--- config.mk ---
export PLATFORM = sky130hd
export DESIGN_NAME = if_fetch_stage
export DESIGN_NICKNAME = d
export VERILOG_FILES = /design/src/rtl/if_fetch_stage.sv
export SDC_FILE = /design/constraint.sdc
export NUM_CORES = 1
export LEC_CHECK = 0
export ABC_CLOCK_PERIOD_IN_PS = 15310
export CAP_MARGIN = 20
export CORE_MARGIN = 2
export CORE_UTILIZATION = 25
export DETAILED_ROUTE_END_ITERATION = 12
export SLEW_MARGIN = 10
export SYNTH_ARGS = -nofsm -noshare
export SYNTH_HDL_FRONTEND = slang
export SYNTH_SLANG_ARGS = --single-unit
--- constraint.sdc ---
create_clock -name clk -period 15.31 [get_ports clk]
set_input_delay 3.062 -clock clk [delete_from_list [all_inputs] [get_ports clk]]
set_output_delay 3.062 -clock clk [all_outputs]
set_load 0.005 [all_outputs]
--- src/rtl/if_fetch_stage.sv ---
`timescale 1ns/1ps
`default_nettype none
// ============================================================================
// Module      : if_fetch_stage
// Description : Instruction fetch stage. Issues one instruction-memory request
//               at a time, fills the IF/ID register and gates PC advance.
// Revision    : 1.0 - initial release
// ============================================================================
module if_fetch_stage #(
   parameter logic [31:0] NOP_INSTR = 32'h00000013
) (
   input  logic        clk,
   input  logic        rst,
   input  logic [31:0] pc_i,
   input  logic        flush_i,
   input  logic        id_stall_i,
   output logic        imem_req_o,
   output logic [31:0] imem_addr_o,
   input  logic        imem_rvalid_i,
   input  logic [31:0] imem_rdata_i,
   output logic        fetch_stall_o,
   output logic        id_valid_o,
   output logic [31:0] id_pc_o,
   output logic [31:0] id_instr_o
);

   localparam logic [1:0] c_ST_IDLE = 2'd0;
   localparam logic [1:0] c_ST_WAIT = 2'd1;
   localparam logic [1:0] c_ST_HOLD = 2'd2;
   localparam logic [1:0] c_ST_DROP = 2'd3;

   logic [1:0]  r_state;
   logic [1:0]  w_state_nxt;
   logic [31:0] r_req_pc;
   logic [31:0] r_hold_pc;
   logic [31:0] r_hold_instr;
   logic        r_id_valid;
   logic [31:0] r_id_pc;
   logic [31:0] r_id_instr;
   logic        w_resp_wait;
   logic        w_deliver_mem;
   logic        w_deliver_hold;
   logic        w_capture_hold;

   // Responses are only meaningful while a request is outstanding (WAIT/DROP)
   assign w_resp_wait    = (r_state == c_ST_WAIT) && imem_rvalid_i;
   assign w_deliver_mem  = w_resp_wait && !flush_i && !id_stall_i;
   assign w_capture_hold = w_resp_wait && !flush_i && id_stall_i;
   assign w_deliver_hold = (r_state == c_ST_HOLD) && !flush_i && !id_stall_i;

   assign imem_req_o    = (r_state == c_ST_IDLE) && !flush_i;
   assign imem_addr_o   = pc_i;
   // PC moves on a redirect or exactly when an instruction enters IF/ID
   assign fetch_stall_o = !(flush_i || w_deliver_mem || w_deliver_hold);

   always_comb begin
      w_state_nxt = r_state;
      case (r_state)
         c_ST_IDLE: begin
            if (!flush_i) w_state_nxt = c_ST_WAIT;
         end
         c_ST_WAIT: begin
            if (flush_i)            w_state_nxt = imem_rvalid_i ? c_ST_IDLE : c_ST_DROP;
            else if (imem_rvalid_i) w_state_nxt = id_stall_i ? c_ST_HOLD : c_ST_IDLE;
         end
         c_ST_HOLD: begin
            if (flush_i || !id_stall_i) w_state_nxt = c_ST_IDLE;
         end
         c_ST_DROP: begin
            if (imem_rvalid_i) w_state_nxt = c_ST_IDLE;
         end
         default: w_state_nxt = c_ST_IDLE;
      endcase
   end

   always_ff @(posedge clk or posedge rst) begin
      if (rst) begin
         r_state      <= c_ST_IDLE;
         r_req_pc     <= 32'd0;
         r_hold_pc    <= 32'd0;
         r_hold_instr <= 32'd0;
      end else begin
         r_state <= w_state_nxt;
         if (imem_req_o) r_req_pc <= pc_i;
         if (w_capture_hold) begin
            r_hold_pc    <= r_req_pc;
            r_hold_instr <= imem_rdata_i;
         end
      end
   end

   // IF/ID register: flush beats stall, stall beats delivery
   always_ff @(posedge clk or posedge rst) begin
      if (rst) begin
         r_id_valid <= 1'b0;
         r_id_pc    <= 32'd0;
         r_id_instr <= NOP_INSTR;
      end else if (flush_i) begin
         r_id_valid <= 1'b0;
      end else if (!id_stall_i) begin
         if (w_deliver_mem) begin
            r_id_valid <= 1'b1;
            r_id_pc    <= r_req_pc;
            r_id_instr <= imem_rdata_i;
         end else if (w_deliver_hold) begin
            r_id_valid <= 1'b1;
            r_id_pc    <= r_hold_pc;
            r_id_instr <= r_hold_instr;
         end else begin
            r_id_valid <= 1'b0;
         end
      end
   end

   assign id_valid_o = r_id_valid;
   assign id_pc_o    = r_id_pc;
   assign id_instr_o = r_id_instr;

endmodule
`default_nettype wire

==> results of run 1 <==
[cells in the final DEF, fill, tap and decap left out, types with 2 or more instances in the layout]
cell                                n
sky130_fd_sc_hd__clkdlybuf4s50_1  167
sky130_fd_sc_hd__dfrtp_1          160
sky130_fd_sc_hd__mux2_2            91
sky130_fd_sc_hd__o22ai_1           65
sky130_fd_sc_hd__a2bb2oi_1         64
sky130_fd_sc_hd__clkbuf_16         17
sky130_fd_sc_hd__mux2_1             5
sky130_fd_sc_hd__buf_4              5
sky130_fd_sc_hd__nand2b_1           4
sky130_fd_sc_hd__inv_6              4
sky130_fd_sc_hd__bufinv_16          4
sky130_fd_sc_hd__dfstp_2            3
sky130_fd_sc_hd__nor2_4             2
sky130_fd_sc_hd__inv_1              2
sky130_fd_sc_hd__clkbuf_1           2
sky130_fd_sc_hd__clkinvlp_4         2
sky130_fd_sc_hd__clkbuf_8           2
[stage by stage]
| stage | std cells | util [%] | hold WS [ns] |
|---|---|---|---|
| after floorplan | 476 | - | 0.4590 |
| after global placement | 914 | 32.17 | 0.4687 |
| after detailed placement | 914 | 32.17 | 0.4769 |
| after CTS | 946 | 34.59 | 0.4924 |
| after global routing | 947 | 34.60 | 0.5069 |
| final | 947 | 34.60 | 0.4909 |
[logic make-up (layout without fill, tap and decap cells)]
group,after synthesis,count (layout),share of synthesized area (%)
DFF,163,163,60.91
AOI/OAI and AO/OA,134,134,14.97
muxes,96,96,16.13
buffers and inverters,72,207,6.720
and+or+nand+nor,11,11,1.269
other,0,1,0
[flip-flops by register name (all words and copies together), names as in the netlist]
name,flops
r_state,2
id_instr_o,32
id_pc_o,32
r_hold_instr,32
id_valid_o,1
r_hold_pc,32
r_req_pc,32
[worst max path at each step]
stage,startpoint,endpoint
final,imem_rvalid_i,fetch_stall_o
after global routing,imem_rvalid_i,fetch_stall_o
after CTS,imem_rvalid_i,fetch_stall_o
after detailed placement,imem_rvalid_i,fetch_stall_o
after global placement,imem_rvalid_i,fetch_stall_o
after floorplan,rst,id_instr_o[10]
[metal layers]
metal,part of all wire (%),vias to the layer above,GRT usage [%],routed length [um]
met1,48,2239,16.23,7909
met2,46,107,18.34,7522
met5,0,-,0,0
met4,0.63,0,2.949,104
met3,5.3,7,3.923,871
li1,-,2016,-,-
[critical path, stage by stage]
cell,delay [ns]
sky130_fd_sc_hd__clkdlybuf4s50_1,0.57
sky130_fd_sc_hd__nand3b_4,0.76
sky130_fd_sc_hd__a21oi_1,0.37
sky130_fd_sc_hd__nor2_1,0.06
sky130_fd_sc_hd__clkdlybuf4s50_1,0.46
[where the power goes]
part           switching, uW  total (uW)  internal, uW
Combinational            172         530           358
Clock                    181         466           284
Sequential               121         765           644
[area by class of cell]
cell class | count | area share [%]
Sequential cell | 163 | 45.03
Timing Repair Buffer | 172 | 18.85
Antenna cell | 1 | 0.02760
Inverter | 3 | 0.1794
Multi-Input combinational cell | 241 | 24.29
Clock inverter | 11 | 1.932
Tap cell | 335 | 4.623
Clock buffer | 21 | 5.078
==> summary.log, run 1 <==
[run_status] outcome complete, no violations
[floorplan] Die W 167.7 um
[timing] max-slew violation total from the final report 0
[critical_path] WP data arrival 5.28 ns
[clock_tree] TritonCTS sink count 163
[drt] detailed-route via count 4369
[final_layout] layout-stage area growth over the synthesis result 35.28%
[yosys] count of state elements after synthesis 163
[drt] DRC violation total after the first TritonRoute iteration 241
[final_layout] count of nets after finishing 667
[drt] DRC viols 0
[power] Power Density 194.1 nW/um2
[yosys] syn avg cell area 14.08 um2
[floorplan] number of rows in the core area 59
[critical_path] type of destination of the critical path output port
[timing] Tightest Pin Transition 0.9929 ns
[timing] Clock Skew 0.01256 ns
[floorplan] die area 28140 um2
[yosys] library cell with the largest summed area after synthesis sky130_fd_sc_hd__dfrtp_1
[clock_tree] post-CTS setup buffers 0
[timing] setup repair after global routing missed its margin false
[critical_path] nature of the critical path startpoint primary input
[floorplan] initial core utilization 25.58%
[placed_design] setup slack after placement 6.938 ns
[yosys] async set-reset flop share out of synthesis 100.0%
[global_routing] overall fraction of global-route tracks in use 11.92%
[critical_path] worst setup slack for register-to-register paths 11.87 ns
[global_routing] grt total ovfl 0
[global_routing] antenna violations before repair 1
[final_layout] layout cells sized above 1 22.26%
[yosys] number of flops mapped to enable cells by yosys 0
[timing] post-route minimum period 8.345 ns
[yosys] proportion of synthesized chip area in sequential cells 60.91%
[timing] maximum achievable frequency 0.1198 GHz
[flow_run] number of max-capacitance violations reported 0
[power] maximum ir drop on the vdd rail 0.00008508 V
[drt] post-route ant nets 0
[clock_tree] clock insertion delay at the later pin of the skew report 0.42 ns
[worst_hold_path] worst hold path type reg -> reg
[drt] DR pass1 iterations 4
[placed_design] standard cell area after detailed placement 8429 um2
[clock_tree] # H-tree levels 4
[drt] average wire per cell in the routed design 17.33 um
[timing] final cycle utilization of the critical path 54.50%
[timing] Max-Slew Margin vs Limit 33.81%
[clock_tree] number of buffers on the longest clock path 2
[clock_tree] cts bufs inserted 17
[worst_hold_path] worst hold endpoint r_hold_instr[23]
[clock_tree] clock-pin transition on the worst setup and hold timing paths 0.07 ns
[timing] Setup-failing EPs final 0
[drt] detailed-route vias per instance 4.614
[yosys] Synthesis Warnings 0
[placed_design] number of I/O port buffers 167
[yosys] Synth area leaders sky130_fd_sc_hd__dfrtp_1 60%, sky130_fd_sc_hd__mux2_2 15%, sky130_fd_sc_hd__a2bb2oi_1 8.4%
[yosys] most common cell in the netlist sky130_fd_sc_hd__dfrtp_1
[yosys] synth unique cells 21
[floorplan] area inside the core boundary 26210 um2
[clock_tree] number of gates given a new drive strength after cts 0
[floorplan] die height 167.7 um
[power] Final Power 1760 uW
[global_routing] maximum number of pins on one net before global-route repair 92
[yosys] gate count after technology mapping 476
[final_layout] area taken by multi-input logic gates 2202 um2
[yosys] post-synthesis instance area 6703 um2
[floorplan] I/O pin total 168
[final_layout] fill cell count 2533
[clock_tree] number of buffers inserted by hold repair at cts 0
[critical_path] endpoint of the lowest-slack register-to-register path r_hold_pc[25]
[yosys] commonest register cell after synthesis sky130_fd_sc_hd__dfrtp_1
[timing] hold violation total from the final report 0
[placed_design] routability-driven placement congestion ratio 0.6855
[timing] final setup margin 6.966 ns
[yosys] post-synthesis net count 545
[worst_hold_path] hold path startpoint r_hold_instr[23]
[drt] WL final 16410 um
[critical_path] critical path class in -> out
[clock_tree] TritonCTS clock tree done
[placed_design] hpwl dp 9478 um
[global_routing] wire length of the first global-routing pass 26160 um
[global_routing] number of global-route vias before repair 4658
[timing] setup_tns 0 ns
[final_layout] post-route cell area 9067 um2
[worst_hold_path] cell depth of the worst hold path 1
[power] Static Leakage 0.003652 uW
[critical_path] Max FO, Critical Path 68
[yosys] most used standard cells in the synthesized netlist 160 x sky130_fd_sc_hd__dfrtp_1, 91 x sky130_fd_sc_hd__mux2_2, 65 x sky130_fd_sc_hd__o22ai_1
[critical_path] CP required 12.25 ns
[critical_path] cell count of the worst reg-to-reg path 4
[critical_path] worst reg2reg startpoint r_state[1]
[final_layout] footprint of the flip-flops and latches 4083 um2
[clock_tree] cell at the root of the clock tree sky130_fd_sc_hd__clkbuf_16
[yosys] area share of the leading cell type in the synthesized netlist 59.73%
No activity file was read; power rests on OpenSTA's default activity.
==> run 2, diff against run 1 <==
--- a/config.mk
+++ b/config.mk
@@ -5,7 +5,7 @@
 export SDC_FILE = /design/constraint.sdc
 export NUM_CORES = 1
 export LEC_CHECK = 0
-export ABC_CLOCK_PERIOD_IN_PS = 15310
+export ABC_CLOCK_PERIOD_IN_PS = 8000
 export CAP_MARGIN = 20
 export CORE_MARGIN = 2
 export CORE_UTILIZATION = 25
==> constraint.sdc (replaced) <==
create_clock -name clk -period 8 [get_ports clk]
set_input_delay 1.6 -clock clk [delete_from_list [all_inputs] [get_ports clk]]
set_output_delay 1.6 -clock clk [all_outputs]
set_load 0.005 [all_outputs]
==> run 2 against run 1 <==
Sequential cell count stayed put. Non-clock buffer count stayed put. First-iteration DRC count is 7.1% lower. Hold slack worse by 0.0023 ns. Sequential share of layout area is 0.11 points higher. Clock skew is 0.0056 ns lower. Power is 90% higher. Clock power is 85% higher. Routed wire length is 1.9% lower. Clock-buffer cell count is 3 lower. Largest power group unchanged. Final area is 0.23% lower. Setup slack worse by 4.3 ns.
==> summary.log, run 2 (synthesized netlist as in run 1, its figures left out) <==
[run_status] outcome complete, no violations
[critical_path] type of destination of the critical path output port
[global_routing] maximum number of pins on one net before global-route repair 98
[drt] post-route ant nets 0
[power] Static Leakage 0.003654 uW
[power] Final Power 3337 uW
[timing] max-slew violation total from the final report 0
[global_routing] overall fraction of global-route tracks in use 11.92%
[floorplan] area inside the core boundary 26210 um2
[critical_path] crit path max-delay cell type sky130_fd_sc_hd__nand3b_4
[floorplan] die height 167.7 um
[clock_tree] TritonCTS sink count 163
[flow_run] number of max-capacitance violations reported 0
[clock_tree] cts bufs inserted 17
[timing] final cycle utilization of the critical path 66.69%
[global_routing] wire length of the first global-routing pass 26490 um
[drt] DRC violation total after the first TritonRoute iteration 224
[global_routing] grt total ovfl 0
[drt] DRC viols 0
[timing] post-route minimum period 5.335 ns
[placed_design] hpwl dp 9347 um
[clock_tree] clock insertion delay at the later pin of the skew report 0.42 ns
[final_layout] count of nets after finishing 667
[final_layout] layout cells sized above 1 22.59%
[critical_path] CP required 6.40 ns
[clock_tree] clock-pin transition on the worst setup and hold timing paths 0.07 ns
[clock_tree] number of buffers on the longest clock path 2
[clock_tree] post-CTS setup buffers 0
[final_layout] commonest non-fill, non-tap cell in the layout sky130_fd_sc_hd__clkdlybuf4s50_1
[worst_hold_path] worst hold path type reg -> reg
[drt] detailed-route vias per instance 4.577
[critical_path] max incr delay on CP 0.70 ns
[clock_tree] # H-tree levels 4
[timing] Max-Slew Margin vs Limit 37.14%
[final_layout] fill cell count 2551
[floorplan] number of rows in the core area 59
[timing] hold violation total from the final report 0
[critical_path] cell family with the largest share of critical-path delay buffers and inverters
[timing] Tightest Pin Transition 0.9429 ns
[final_layout] final core area utilization 34.52%
[timing] maximum achievable frequency 0.1874 GHz
[power] Power Density 368.8 nW/um2
[critical_path] critical path class in -> out
[timing] final setup margin 2.665 ns
[final_layout] layout-stage area growth over the synthesis result 34.96%
[global_routing] number of global-route vias before repair 4748
[placed_design] routability-driven placement congestion ratio 0.6963
[critical_path] nature of the critical path startpoint primary input
[global_routing] antenna violations before repair 0
[floorplan] initial core utilization 25.58%
[timing] setup repair after global routing missed its margin false
[placed_design] placed insts 914
[placed_design] number of I/O port buffers 167
[drt] detailed-route via count 4330
[drt] DR pass1 iterations 4
[critical_path] buffering stage count on the worst path with inverters included 2
[critical_path] most used cell, CP sky130_fd_sc_hd__clkdlybuf4s50_1
[drt] average wire per cell in the routed design 17.02 um
[floorplan] Die W 167.7 um
[critical_path] Max FO, Critical Path 68
[timing] setup_tns 0 ns
[timing] Clock Skew 0.006936 ns
[final_layout] commonest cells after routing, fill and taps aside 167 x sky130_fd_sc_hd__clkdlybuf4s50_1, 160 x sky130_fd_sc_hd__dfrtp_1, 91 x sky130_fd_sc_hd__mux2_2, 65 x sky130_fd_sc_hd__o22ai_1, 64 x sky130_fd_sc_hd__a2bb2oi_1
[clock_tree] cell at the root of the clock tree sky130_fd_sc_hd__clkbuf_16
[floorplan] die area 28140 um2
[critical_path] cell breakdown of the critical path clkdlybuf4s50_1 > nand3b_4 > a21oi_1 > nor2_1 > clkdlybuf4s50_1
[clock_tree] number of buffers inserted by hold repair at cts 0
[timing] Setup-failing EPs final 0
[clock_tree] number of gates given a new drive strength after cts 0
[placed_design] setup slack after placement 2.614 ns
[final_layout] diodes inserted 0
[floorplan] I/O pin total 168
[power] maximum ir drop on the vdd rail 0.0001654 V
[final_layout] Cell Count, Final, Fillers Out 946
[critical_path] WP data arrival 3.74 ns
[clock_tree] TritonCTS clock tree done
[drt] WL final 16100 um
-- run 2: changes by cell type in the layout (fill, tap and decap cells not counted), sizes merged --
| cell | before | now |
|---|---|---|
| clkinv | 2 | 8 |
| bufinv | 4 | 3 |
| diode | 1 | 0 |
| clkinvlp | 2 | 0 |
| clkbuf | 21 | 18 |
-- run 2: layout make-up --
type | count | area [um2] | share of cell area (%)
Inverter | 3 | 16.27 | 0.1798
Multi-Input combinational cell | 241 | 2202 | 24.34
Clock inverter | 14 | 177.7 | 1.964
Sequential cell | 163 | 4083 | 45.13
Timing Repair Buffer | 172 | 1709 | 18.89
Clock buffer | 18 | 439.2 | 4.855
Tap cell | 335 | 419.2 | 4.633
-- run 2: worst paths after layout --
| kind | cells past startpoint | startpoint | slack, ns | end |
|---|---|---|---|---|
| worst max register to register | 4 | r_state[1] | 4.67 | r_hold_pc[31] |
| worst min-delay path | 1 | r_hold_pc[20] | 0.49 | r_hold_pc[20] |
| worst max-delay path | 5 | imem_rvalid_i | 2.66 | fetch_stall_o |
| min in group asynchronous | 2 | rst | 1.72 | id_instr_o[13] |
| max in group asynchronous | 3 | rst | 4.85 | id_pc_o[14] |
| worst min register to register | 1 | r_hold_pc[20] | 0.49 | r_hold_pc[20] |
-- run 2: stage by stage --
step	cell area [um2]	hold WS [ns]
2_1_floorplan	6703	0.4590
3_3_place_gp	8429	0.4687
3_5_place_dp	8429	0.4758
4_1_cts	9046	0.4925
5_1_grt	9046	0.5128
6_report	9046	0.4887
-- run 2: metal layers --
metal	share of wire [%]	up-vias	track usage, %	routed length [um]
met5	0	-	0	0
met1	48	2190	16.50	7787
met3	5.5	7	3.876	878
li1	-	2019	-	-
met4	0.65	0	2.722	105
met2	46	114	18.15	7328
-- run 2: power breakdown --
| part | leakage (uW) | switching (uW) | total, uW | internal (uW) |
|---|---|---|---|---|
| sequential | 0.00191 | 229 | 1460 | 1230 |
| clock | 0.000307 | 359 | 864 | 505 |
| combinational | 0.00144 | 327 | 1010 | 685 |
| total | 0.00365 | 915 | 3340 | 2420 |
==> edit 1, RTL diff (flow settings as in run 2) <==
Reset style: synchronous (`rst`), changed in 2 clocked blocks.
--- a/src/rtl/if_fetch_stage.sv
+++ b/src/rtl/if_fetch_stage.sv
@@ -73,7 +73,7 @@
       endcase
    end
 
-   always_ff @(posedge clk or posedge rst) begin
+   always_ff @(posedge clk) begin
       if (rst) begin
          r_state      <= c_ST_IDLE;
          r_req_pc     <= 32'd0;
@@ -90,7 +90,7 @@
    end
 
    // IF/ID register: flush beats stall, stall beats delivery
-   always_ff @(posedge clk or posedge rst) begin
+   always_ff @(posedge clk) begin
       if (rst) begin
          r_id_valid <= 1'b0;
          r_id_pc    <= 32'd0;
Function: differs if rst is asserted again (counterexample within 4 cycles, from zero or initial values and one cycle with rst high); with rst held inactive, the same outputs for 4 cycles.
==> edit 1 against run 2 <==
- area after synthesis grew 8.7%
- wire length up 38%
- final area grew 5.3%
- maximum frequency is 1.9% lower
- critical endpoint is now imem_req_o
- sequential cell count unchanged
- setup slack worse by 0.10 ns
- critical path type unchanged
- synthesized cell count increased by 66%
Power is not compared: it rests on default switching activity, and its combinational part moved more than twofold at a synthesized area within 25%.
==> edit 1: results (changes against run 2) <==
- Outcome: complete, no violations
- Fill count: 2,981 (+17%)
- CTS Buffer Depth: 2 (unchanged)
- Met3 GRT Util: 4.286% (+0.41 points)
- Drt pass-1 iters: 4 (unchanged)
- Routed vias/inst: 4.901 (+7.1%)
- Post-DP HPWL: 13,110 µm (+40%)
- Vias in the first global route: 6,117 (+29%)
- Relative slew slack: 33.19% (-3.9 points)
- Worst endpoint data arrival time: 3.84 ns (+0.10 ns)
- Synth Area in XOR/XNOR: 0% (unchanged)
- Most used flip-flop cell after synthesis: dfxtp_1
- Met1 Resource Use GR: 19.06% (+2.6 points)
- Placement Setup Slack: 2.542 ns (-0.07185 ns)
- Worst skew pair latency: 0.42 ns (about the same)
- Ys async rst share: 0% (-100 points)
- Post-synth cell types: 27 (+29%)
- Commonest cells in the netlist: dfxtp_1 (163), a21oi_1 (98), a211oi_1 (87)
- Share of cells above drive strength 1: 10.45% (-12 points)
- Final nets: 936 (+40%)
- Top post-synthesis cells by area: dfxtp_1 (45%), a211oi_1 (9.0%), mux2i_1 (8.8%)
- Post-synthesis mux area share: 8.796% (-7.3 points)
- Root Driver: clkbuf_16
- GR Util All Layers: 14.48% (+2.6 points)
- Syn_nets: 861 (+58%)
- GPL Wtd Cong: 0.6877 (-1.2%)
- Depth of the CTS H-tree: 4 (unchanged)
- Post-CTS sizing: 0 (unchanged)
- Final non-filler cell total: 1,264 (+34%)
- First-pass GRT wire length: 34,990 µm (+32%)
- Largest net degree at the start of global routing: 89 (-9.2%)
- Peak supply drop: between 0.1 and 0.15 mV
- GRT met2 Usage: 23.60% (+5.5 points)
- Sequential Area: 3263 µm² (-20%)
- Max-slew violations: 0 (unchanged)
- Setup TNS: 0 ns (unchanged)
- Post-synthesis sequential area ratio: 44.80% (-16 points)
- Iteration-0 DRC Markers: 442 (+97%)
- Synth warnings: 0 (unchanged)
- Placed Cells: 1,231 (+35%)
- Placed Area: 8867 µm² (+5.2%)
- CTS buffer count: 17 (unchanged)
- Clock Skew: 0.01008 ns (+0.003147 ns)
- Post CTS Setup Buffer Count: 0 (unchanged)
- Compound-Gate Fraction of Synth Area: 27.25% (+12 points)
- Crit Path Max Fanout: 33 (-51%)
- Mapped Cells: 792 (+66%)
- Total Routed Length: 22,220 µm (+38%)
- Post-Synth Adder-Cell Area: 0% (unchanged)
- Min-Delay Path Class: reg -> reg
==> edit 1: cell types whose count changed after synthesis, sizes merged, moves of 96 or more <==
cell / before / now
dfxtp: 0 / 163
mux2: 96 / 0
dfrtp: 160 / 0
a211oi: 0 / 126
a21oi: 1 / 98
==> edit 1: final cells by class <==
class	instances	share of cell area (%)
tap	384	5.045
multi-input combinational	504	35.38
clock buffer	21	5.045
inverter	3	0.1182
clock inverter	11	1.563
timing repair buffer	178	18.59
sequential	163	34.26
==> edit 1: worst max-delay path, stage by stage <==
cell             delay [ns]
clkdlybuf4s50_1        0.68
or3_1                  0.46
inv_2                  0.47
clkdlybuf4s50_1        0.62
==> edit 1: kinds of logic after synthesis <==
kind of cell | Yosys count
multiplexers | 64
AND/OR/NAND/NOR | 147
flip-flops | 163
AO/OA/AOI/OAI | 293
buffers and inverters | 125
==> edit 1: report_power, final <==
part	internal, mW	switching, mW
sequential	0.837	0.0188
clock	0.527	0.355
combinational	0.0995	0.106
total	1.46	0.480
==> edit 1: metal layers <==
metal / vias up / wire [µm]
met5: - / 0
li1: 3010 / -
met1: 3036 / 10680
met3: 8 / 1127
met4: 0 / 125
met2: 141 / 10290
==> edit 1: final timing paths <==
kind	from	end	slack (ns)	depth (start not counted)
setup / recovery	flush_i	imem_req_o	2.56	4
hold / removal	r_req_pc[15]	r_req_pc[15]	0.47	2
setup reg to reg	r_state[0]	id_instr_o[13]	5.30	4
hold reg to reg	r_req_pc[15]	r_req_pc[15]	0.47	2
==> edit 2, RTL diff (settings of run 2) <==
Made on the original files. Set the parameter `NOP_INSTR` to 32'h00000009 (it was 32'h00000013).
--- a/src/rtl/if_fetch_stage.sv
+++ b/src/rtl/if_fetch_stage.sv
@@ -7,7 +7,7 @@
 // Revision    : 1.0 - initial release
 // ============================================================================
 module if_fetch_stage #(
-   parameter logic [31:0] NOP_INSTR = 32'h00000013
+   parameter logic [31:0] NOP_INSTR = 32'h00000009
 ) (
    input  logic        clk,
    input  logic        rst,
Check against the original RTL: not equivalent (Yosys sat finds a counterexample within 4 cycles, from zero or initial values and one cycle with rst high).
==> edit 2 against run 2 <==
- critical path depth unchanged
- final area down 0.15%
- power fell by 1.7%
- wire length grew 1.8%
- sequential cell count unchanged
- area after synthesis about the same
- via count is 3.0% higher
- setup slack got worse by 0.076 ns
- non-clock buffer count increased by 2
- combinational power about the same
- critical endpoint unchanged
- largest power group unchanged
- highest routed layer unchanged
==> edit 2: results (changes against run 2) <==
- Post-synth cell types: 21 (unchanged)
- Post-synthesis sequential area ratio: 60.90% (about the same)
- Outcome: complete, no violations
- Worst endpoint data arrival time: 3.81 ns (+0.07 ns)
- Top post-synthesis cells by area: dfrtp_1 (60%), mux2_2 (15%), a2bb2oi_1 (8.4%)
- Peak supply drop: 0.1633 mV (-1.2%)
- Total Routed Length: 16,390 µm (+1.8%)
- Leakage: 3.634 nW (-0.56%)
- Worst skew pair latency: 0.42 ns (about the same)
- GR Util All Layers: 12.12% (+0.21 points)
- Routed vias/inst: 4.699 (+2.7%)
- Share of cells above drive strength 1: 22.35% (-0.24 points)
- Most used flip-flop cell after synthesis: dfrtp_1
- Vias in the first global route: 4,875 (+2.7%)
- Fill count: 2,587 (+1.4%)
- Antenna violations before repair: 1 (+1)
- Synth Area per Inst: 14.08 µm² (about the same)
- Total number of vias: 4,459 (+3.0%)
- Placed Cells: 915 (+0.11%)
- Post-DP HPWL: 9437 µm (+0.96%)
- Synth warnings: 0 (unchanged)
- GPL Wtd Cong: 0.6892 (-1.0%)
- EDFF count, synth: 0 (unchanged)
- Largest net degree at the start of global routing: 92 (-6.1%)
- First-pass GRT wire length: 26,830 µm (+1.3%)
- Relative slew slack: 33.42% (-3.7 points)
- Final nets: 669 (+0.30%)
- Clock Skew: 0.01061 ns (+0.003677 ns)
- Commonest cells in the netlist: dfrtp_1 (161), mux2_2 (91), o22ai_1 (65)
-- edit 2: layer usage --
metal  GRT usage, %  routed length [µm]  part of all wire [%]  up-vias
met5              0                   0                     0        -
met4          2.836                 100                  0.61        0
met3          3.758                 865                   5.3        6
met2          19.18                7553                    46      120
met1          16.30                7874                    48     2291
li1               -                   -                     -     2042
-- edit 2: kinds of logic (layout without fill, tap and decap cells) --
| family | Yosys count | in the layout | share of synthesized area (%) |
|---|---|---|---|
| buf+inv | 72 | 209 | 6.721 |
| simple gates | 11 | 11 | 1.270 |
| mux | 96 | 96 | 16.13 |
| compound gates | 134 | 134 | 14.97 |
| other cells | 0 | 1 | 0 |
| flops | 163 | 163 | 60.90 |
-- edit 2: worst paths after layout --
kind | from | end | cells after the start | slack [ns]
worst max register to register | r_state[1] | id_pc_o[8] | 5 | 5.00
worst min register to register | r_hold_pc[20] | r_hold_pc[20] | 1 | 0.49
min in group asynchronous | rst | id_instr_o[18] | 2 | 1.73
worst max-delay path | imem_rvalid_i | fetch_stall_o | 5 | 2.59
max in group asynchronous | rst | r_hold_pc[18] | 3 | 4.80
worst min-delay path | r_hold_pc[20] | r_hold_pc[20] | 1 | 0.49
-- edit 2: area by class of cell --
class | instances | share of cell area [%]
Antenna cell | 1 | 0.02770
Clock buffer | 22 | 5.250
Clock inverter | 10 | 1.080
Inverter | 3 | 0.1801
Multi-Input combinational cell | 241 | 24.32
Sequential cell | 163 | 45.19
Tap cell | 335 | 4.641
Timing Repair Buffer | 174 | 19.31
-- edit 2: stage by stage --
stage	setup slack, ns	instance area (µm²)	util, %
finish	2.589	9032	34.47
global route	2.430	9030	34.46
CTS	2.575	9002	34.35
detailed placement	2.576	8431	32.17
global placement	2.568	8431	32.17
floorplan	1.998	6701	-
-- edit 2: worst max-delay path: stages --
cell and delay (ns):
clkdlybuf4s50_1 0.55, nand3b_4 0.76, a21oi_1 0.37, nor2_1 0.07
clkdlybuf4s50_1 0.46
-- edit 2: where the power goes --
| part | leakage, nW | internal (mW) | switching (mW) |
|---|---|---|---|
| logic | 1.45 | 0.686 | 0.327 |
| clock network | 0.274 | 0.457 | 0.346 |
| registers | 1.91 | 1.23 | 0.234 |
| total | 3.63 | 2.37 | 0.907 |
